### src/rtl/simple_uart_rx.sv
// simple_uart_rx: 8N1 serial receiver feeding a first-word-fall-through byte FIFO,
// with sticky overrun and framing error flags.
module simple_uart_rx #(
    parameter int CLKS_PER_BIT = 434,
    parameter int FIFO_DEPTH   = 16,
    parameter int FIFO_AW      = 4
) (
    input  logic               clk,
    input  logic               reset,
    input  logic               rx,
    input  logic               read_en,
    output logic [7:0]         read_data,
    output logic               rx_valid,
    output logic [FIFO_AW:0]   fifo_count,
    output logic               overrun,
    output logic               frame_err,
    input  logic               clear_err
);
    localparam int CW = $clog2(10 * CLKS_PER_BIT);
    localparam logic [CW-1:0] IDLE_LAST = CW'(10 * CLKS_PER_BIT - 1);
    localparam logic [CW-1:0] HALF_LAST = CW'(CLKS_PER_BIT / 2 - 1);
    localparam logic [CW-1:0] BIT_LAST  = CW'(CLKS_PER_BIT - 1);
    localparam logic [FIFO_AW:0] FULL_CNT = (FIFO_AW + 1)'(FIFO_DEPTH);

    typedef enum logic [2:0] {WAIT_IDLE, IDLE, START, DATA, STOP} state_t;

    state_t             state_q, state_d;
    logic [CW-1:0]      cnt_q, cnt_d;
    logic [2:0]         bit_q, bit_d;
    logic [7:0]         shift_q, shift_d;
    logic               rx_meta_q, rx_s_q;
    logic [7:0]         mem_q [FIFO_DEPTH];
    logic [FIFO_AW-1:0] wptr_q, rptr_q;
    logic [FIFO_AW:0]   count_q, count_d;
    logic               ovr_q, ovr_d, fe_q, fe_d;
    logic               stop_done, full, push, pop;

    always_ff @(posedge clk) begin
        if (reset) begin
            rx_meta_q <= 1'b1;
            rx_s_q    <= 1'b1;
            state_q   <= WAIT_IDLE;
            cnt_q     <= '0;
            bit_q     <= '0;
            shift_q   <= '0;
            wptr_q    <= '0;
            rptr_q    <= '0;
            count_q   <= '0;
            ovr_q     <= 1'b0;
            fe_q      <= 1'b0;
        end else begin
            rx_meta_q <= rx;
            rx_s_q    <= rx_meta_q;
            state_q   <= state_d;
            cnt_q     <= cnt_d;
            bit_q     <= bit_d;
            shift_q   <= shift_d;
            wptr_q    <= wptr_q + FIFO_AW'(push);
            rptr_q    <= rptr_q + FIFO_AW'(pop);
            count_q   <= count_d;
            ovr_q     <= ovr_d;
            fe_q      <= fe_d;
        end
    end

    always_ff @(posedge clk) begin
        if (push) mem_q[wptr_q] <= shift_q;
    end

    // WAIT_IDLE demands a full frame time of idle so a frame tail is never taken as a start bit
    always_comb begin
        state_d = state_q;
        cnt_d   = cnt_q + 1'b1;
        bit_d   = bit_q;
        shift_d = shift_q;
        case (state_q)
            WAIT_IDLE: begin
                if (!rx_s_q) cnt_d = '0;
                else if (cnt_q == IDLE_LAST) begin
                    cnt_d   = '0;
                    state_d = IDLE;
                end
            end
            IDLE: begin
                cnt_d = '0;
                if (!rx_s_q) state_d = START;
            end
            START: begin
                if (cnt_q == HALF_LAST) begin
                    cnt_d   = '0;
                    bit_d   = '0;
                    state_d = rx_s_q ? IDLE : DATA;
                end
            end
            DATA: begin
                if (cnt_q == BIT_LAST) begin
                    cnt_d   = '0;
                    shift_d = {rx_s_q, shift_q[7:1]};
                    bit_d   = bit_q + 3'd1;
                    if (bit_q == 3'd7) state_d = STOP;
                end
            end
            STOP: begin
                if (cnt_q == BIT_LAST) begin
                    cnt_d   = '0;
                    state_d = rx_s_q ? IDLE : WAIT_IDLE;
                end
            end
            default: begin
                cnt_d   = '0;
                state_d = WAIT_IDLE;
            end
        endcase
    end

    always_comb begin
        stop_done = (state_q == STOP) && (cnt_q == BIT_LAST);
        full      = (count_q == FULL_CNT);
        pop       = read_en && (count_q != '0);
        push      = stop_done && rx_s_q && (!full || pop);
        count_d   = count_q + (FIFO_AW + 1)'(push) - (FIFO_AW + 1)'(pop);
        ovr_d     = (stop_done && rx_s_q && full && !pop) || (ovr_q && !clear_err);
        fe_d      = (stop_done && !rx_s_q) || (fe_q && !clear_err);
    end

    assign rx_valid   = (count_q != '0);
    assign read_data  = rx_valid ? mem_q[rptr_q] : 8'h00;
    assign fifo_count = count_q;
    assign overrun    = ovr_q;
    assign frame_err  = fe_q;
endmodule

### config.mk
export PLATFORM = sky130hd
export DESIGN_NAME = simple_uart_rx
export DESIGN_NICKNAME = d
export VERILOG_FILES = /design/src/rtl/simple_uart_rx.sv
export SDC_FILE = /design/constraint.sdc
export NUM_CORES = 1
export LEC_CHECK = 0
export CORE_MARGIN = 2
export CORE_UTILIZATION = 68
export CTS_BUF_LIST = sky130_fd_sc_hd__clkbuf_4 sky130_fd_sc_hd__clkbuf_8
export DETAILED_ROUTE_END_ITERATION = 10
export HOLD_SLACK_MARGIN = 0.12
export PLACE_DENSITY_LB_ADDON = 0.05
export SKIP_CTS_REPAIR_TIMING = 1
export SLEW_MARGIN = 40
export SYNTH_ARGS = -nofsm -noshare
export SYNTH_HDL_FRONTEND = slang
export SYNTH_SLANG_ARGS = --single-unit
export TNS_END_PERCENT = 1
### constraint.sdc
create_clock -name clk -period 4.49 [get_ports clk]
set_input_delay 0.449 -clock clk [delete_from_list [all_inputs] [get_ports clk]]
set_output_delay 0.449 -clock clk [all_outputs]
set_load 0.05 [all_outputs]
# Yosys cells after proc, flatten, opt, wreduce, memory -nomap -nowiden
# Memory sizes are Yosys's and may differ from the RTL's. A register that Yosys moved wholly into a read port is not among the register bits.
# Index checks and enable logic that the tools add are counted.
totals:
  ff_bits: 44
  mem_bits_rw: 128
  inputBits: 5
  output_inout_bits: 16
  mem_count: 1
op_classes:
  addsub: 6
  n_eq_ne: 16
  mux: 22
  n_reduce_logical: 23
memory_table:
  columns: ["name", "depth", "word_bits", "rd", "rd_ports_with_merged_regs", "wr", "line", "source"]
  rows:
  - ["mem_q", 16, 8, 1, 1, 1, "32", "logic [7:0] mem_q [FIFO_DEPTH];"]
op_table:
  columns: ["op", "count"]
  rows:
  - ["$mux W13", 4]
  - ["$pmux W13 S3", 1]
  - ["$mux W3", 9]
  - ["$pmux W3 S5", 1]
  - ["$ne A2 B2 Y1 const B", 7]
  - ["$add A13 B1 Y13 const B", 1]
  - ["$eq A13 B13 Y1 const B", 1]
  - ["$eq A13 B8 Y1 const B", 1]
  - ["$eq A13 B9 Y1 const B", 1]
  - ["$logic_and A1 B1 Y1", 9]
  - ["$add A4 B1 Y4", 2]
  - ["$mux W8", 1]
  - ["$reduce_and A7 Y1", 1]
  - ["$eq A3 B2 Y1 const B", 2]
  - ["$eq A3 B3 Y1 const B", 2]
  - ["$pmux W3 S2", 1]
  - ["$add A5 B1 Y5", 1]
  - ["$eq A5 B5 Y1 const B", 1]
  - ["$reduce_bool A5 Y1", 1]
  - ["$sub A5 B1 Y5", 1]
  - ["$logic_not A1 Y1", 4]
  - ["$mux W4", 1]
  - ["$add A3 B1 Y3 const B", 1]
  - ["$eq A3 B1 Y1 const B", 1]
  - ["8 further kinds", 12]

# Logic depth before layout (Yosys ltp)
logic_depth:
  word_depth: 6
  depth_mapped: 15

# Worst setup path before layout
# No wires, ideal clock.
synth_timing:
  path_kind: "register to register"
  start: "register count_q[3], in the netlist fifo_count[3]"
  end: "register count_q[4], in the netlist fifo_count[4]"
  setup_ns: 0.070
  t_arrival_ns: 3.060
  setup_slack_ns: 1.359
  stages_incl_launch_ff: 16
  path_buffers: 0
  synth_period_minus_slack_ns: 3.131
  path_cell_list: "dfxtp_1 inv_1 ha_1 or3b_2 nor2_1 nor2b_1 ha_1 inv_1 ha_1 inv_1 fa_1 inv_1 a21oi_1 nor2_1 or3_1 a21oi_1"
synth_between:
  elab_chain_len: 6
  elab_cells_between_ends: 8
  cone_classes: "add/sub (2); eq/ne (1); reduce/logical (5)"
synth_lines:
  columns: ["item", "line", "source"]
  rows:
  - ["start: declaration", "34", "logic [FIFO_AW:0] count_q, count_d;"]
  - ["start signal: assignment", "60", "count_q <= count_d;"]
  - ["$eq A5 B5 Y1 or $reduce_bool A5 Y1 (tied branches)", "118, 119", null]
  - ["$logic_not A1 Y1 or $logic_and A1 B1 Y1 (tied branches)", "120, 119", null]
  - ["$logic_or A1 B1 Y1", "120", "push = stop_done && rx_s_q && (!full || pop);"]
  - ["$logic_and A1 B1 Y1", "120", null]
  - ["$add A5 B1 Y5", "121", "count_d = count_q + (FIFO_AW + 1)'(push) - (FIFO_AW + 1)'(pop);"]
  - ["$sub A5 B1 Y5 *", "121", null]
# Mark *: on every way between the ends. The rest lies on a longest branch, timed or not.
# A chain may end at the register's enable or synchronous reset.

==> results by group <==
Run status
  – Status: complete, no violations

CTS
  – CTS tree: done
  – Worst-path clk slew: 0.08 ns
  – Worst-Skew Late Latency: 0.45 ns
  – H-tree levels: 4
  – Root buffer cell: clkbuf_8
  – Clock buffer depth: 2
  – CTS Buf Count: 17
  – Clock sink total: 172

Pwr
  – Int Pwr: 2.73 mW
  – Combinational Power Share: 0.259
  – P_leak: 2.57 nW
  – Reported net switching power: 1.13 mW
  – Power per Cell Area: 486 nW/um^2
  – Clock Power Share: 0.281
  – Worst VDD drop: 572 uV
  – Reg power frac: 0.460
  – Sw Ratio: 0.293

Logic synthesis
  – Seq cells post-synth: 172
  – Top_reg_cell synth: edfxtp_1
  – Synth Net Count: 479
  – Post-Syn Area: 7120 sq um
  – Seq/Total Area, Yosys: 0.664
  – Post-synth EDFFs: 128
  – Cell count after synthesis: 458
  – Compound-Gate Fraction of Synth Area: 0.0244
  – Synth Area in Simple Gates: 0.107
  – Synth Area in Adders: 0.0292
  – Post-synth ARST share: 0
  – Main combinational cell family by area after synthesis: multiplexers
  – Netlist cell types: 49
  – Mux cell area share after synthesis: 0.127
  – Post-synth top area share: 0.540
  – Synthesis Warnings: 0
  – Xor/xnor share of the synthesized area: 0.0234
  – Largest cells by area after synthesis: edfxtp_1 (54%), mux4_2 (13%), dfxtp_1 (12%), ha_1 (2.6%), nor2_1 (2.0%)
  – Cell taking the most area after synthesis: edfxtp_1
  – Avg Cell Area, Syn: 15.5 sq um

Route
  – Router iterations before antenna repair: 5
  – Routed vias: 3961
  – WL/cell: 22.6 um
  – Final WL: 14.3 mm
  – Routed Antenna Nets: 0
  – Drt via density: 6.26
  – Remaining DRCs: 0
  – First DRT Iteration DRCs: 279

Job
  – Max-Cap Viols: 0

GRT
  – Overflow after GRT: 0
  – First-pass GRT wire length: 22.0 mm
  – Initial antenna violation count: 0
  – Vias in the first global route: 3883
  – GRT Total Usage: 0.277
  – Largest net degree at the start of global routing: 35

Cells and area
  – Sequential cell area: 4730 sq um
  – Nets@finish: 505
  – Filler instances: 563
  – Ratio of cells with drive above 1 in the final layout: 0.211
  – ANT cells: 0
  – Footprint of the multi-input gates: 2320 sq um
  – Area grow syn2layout: 11.7%

Die
  – Width of the die: 106 um
  – IO Count: 21
  – Row Count: 37
  – Area of the die: 11300 sq um
  – Total core area: 10200 sq um
  – DIE HEIGHT: 106 um
  – Starting Density: 0.696

Timing
  – Slew Limit Fails: 0
  – Post-route setup slack: 0.594 ns
  – Tcrit/Tclk final: 0.868
  – Max Freq: 0.257 GHz
  – Setup_tns: 0 ns
  – # setup viols final: 0
  – Final Hold Viols: 0
  – Relative slew slack: 0.478
  – Minimum clock period after layout: 3.90 ns
  – Worst Tran Pin Value: 0.780 ns
  – Layout Skew: 0.0104 ns
  – RSZ-0062 raised after global routing: no

Worst setup path
  – Data required, critical path: 4.04 ns
  – Critical R2R Launch: fifo_count[3]$_SDFF_PP0_
  – Crit-path cells: buf_4 > mux4_2 > mux4_2 > nor2b_1 > clkdlybuf4s50_1
  – Worst setup path end: read_data[4]
  – FF-to-FF path depth: 15
  – CP dominant cell by count: mux4_2
  – Critical path's top delay family: buffers and inverters
  – CP Class: register to output pin
  – Startpoint Class: register
  – Critical path arrival: 3.45 ns
  – Crit path from: rptr_q[0]$_SDFF_PP0_
  – CP max stage cell: clkdlybuf4s50_1
  – Crit path max fanout: 17
  – Crit path buf inv count: 2
  – FF-to-FF setup slack: 1.32 ns
  – CP max stage delay: 0.70 ns
  – FF-to-FF End: fifo_count[4]$_SDFF_PP0_
  – Worst path depth: 5
  – CP endpoint kind: output pin

Placement
  – Gpl congestion: 0.768
  – Dpl hpwl: 9.38 mm
  – Pre-CTS WS: 1.03 ns
  – IO buf count: 20

Hold path
  – Worst Hold Class: register to register
==> worst register-to-register path: stages, from the launching register on <==
cell and delay, ns:
dfxtp_1 0.34, inv_1 0.08, ha_1 0.13, or3b_2 0.46, nor3b_1 0.46, or3_1 0.24, ha_1 0.24, inv_1 0.05
ha_1 0.15, inv_1 0.06, fa_1 0.40, inv_1 0.07, a21oi_1 0.06, nor2_1 0.13, or3_1 0.13, a21oi_1 0.05
==> power groups by stage <==
stage               Combinational (mW)  Sequential (mW)  Clock (mW)
finish                            1.00             1.78        1.09
global route                      1.07             1.79        1.16
CTS                               1.01             1.78        1.10
detailed placement                1.00             1.81           0
global placement                 0.973             1.81           0
floorplan                        0.704             1.84           0
==> how the worst min path moves through the flow <==
stage,start,to,cells after the start
2_1_floorplan,rx_meta_q$_SDFF_PP1_,rx_s_q$_SDFF_PP1_,1
3_3_place_gp,rx_meta_q$_SDFF_PP1_,rx_s_q$_SDFF_PP1_,1
3_5_place_dp,rx_meta_q$_SDFF_PP1_,rx_s_q$_SDFF_PP1_,1
4_1_cts,rx_meta_q$_SDFF_PP1_,rx_s_q$_SDFF_PP1_,1
5_1_grt,rx_meta_q$_SDFF_PP1_,rx_s_q$_SDFF_PP1_,1
6_report,rx_meta_q$_SDFF_PP1_,rx_s_q$_SDFF_PP1_,1
==> registers in the layout, indices dropped and copies added, names as in the netlist <==
| signal | count |
|---|---|
| mem_q | 128 |
| cnt_q | 13 |
| rptr_q | 4 |
| shift_q | 8 |
| frame_err | 1 |
| rx_s_q | 1 |
| bit_q | 3 |
| wptr_q | 4 |
| rx_meta_q | 1 |
| fifo_count | 5 |
| overrun | 1 |
| state_q | 3 |
==> logic make-up (layout without fill, tap and decap cells) <==
family	count (synthesis)	count (layout)
compound gates	29	29
xor+xnor	19	19
fa+ha+maj	16	16
buf+inv	39	78
flops	172	172
mux	40	40
simple gates	143	143
==> routing by layer <==
layer	vias to the layer above	share of wire	global-route usage
met5	-	0	0
met4	0	0.023	0.104
met3	21	0.066	0.0650
met2	186	0.53	0.471
met1	1969	0.38	0.349
li1	1785	-	-
==> cells in the final DEF (no fill, tap or decap), drive strengths merged, types with 6 or more instances in the layout <==
cell type        n
edfxtp         128
clkinv           6
nor2b           14
ha              15
inv             17
clkdlybuf4s50   20
nor2            37
mux4            40
nor3            13
buf             10
a21oi           18
dfxtp           44
nand2           31
nand3            9
xor2             7
clkbuf          20
xnor2           12
==> cell type report <==
type	count	share of cell area
multi-input cells	247	0.292
well taps	136	0.0214
repair buffers	30	0.0346
flip-flops and latches	172	0.594
clock inverters	12	0.0184
clock buffers	20	0.0323
inverters	16	0.00755
==> cell usage after synthesis, types with 2 or more instances <==
library cell,instances
a21oi_1,18
and4b_1,2
buf_2,4
buf_4,2
buf_6,2
clkbuf_1,13
dfxtp_1,44
edfxtp_1,128
ha_1,15
inv_1,16
mux4_2,40
nand2_1,31
nand2b_1,3
nand3_1,9
nand4_1,5
nor2_1,37
nor2b_1,14
nor3_1,12
nor3b_1,5
nor4_1,5
o21ai_0,3
o21ai_1,2
o22ai_2,2
or2_2,2
or3_1,3
xnor2_1,12
xor2_1,7
==> per-stage QoR <==
step / power (mW) / hold WS, ns / cell area [sq um] / utilization / instances
2_1_floorplan: 2.54 / 0.389 / 7120 / - / 458
4_1_cts: 3.89 / 0.423 / 7940 / 0.776 / 633
3_5_place_dp: 2.82 / 0.404 / 7540 / 0.737 / 601
3_3_place_gp: 2.79 / 0.399 / 7490 / 0.732 / 601
5_1_grt: 4.02 / 0.443 / 7950 / 0.777 / 633
6_report: 3.87 / 0.425 / 7950 / 0.777 / 633
Power figures use the tool's default switching activity.
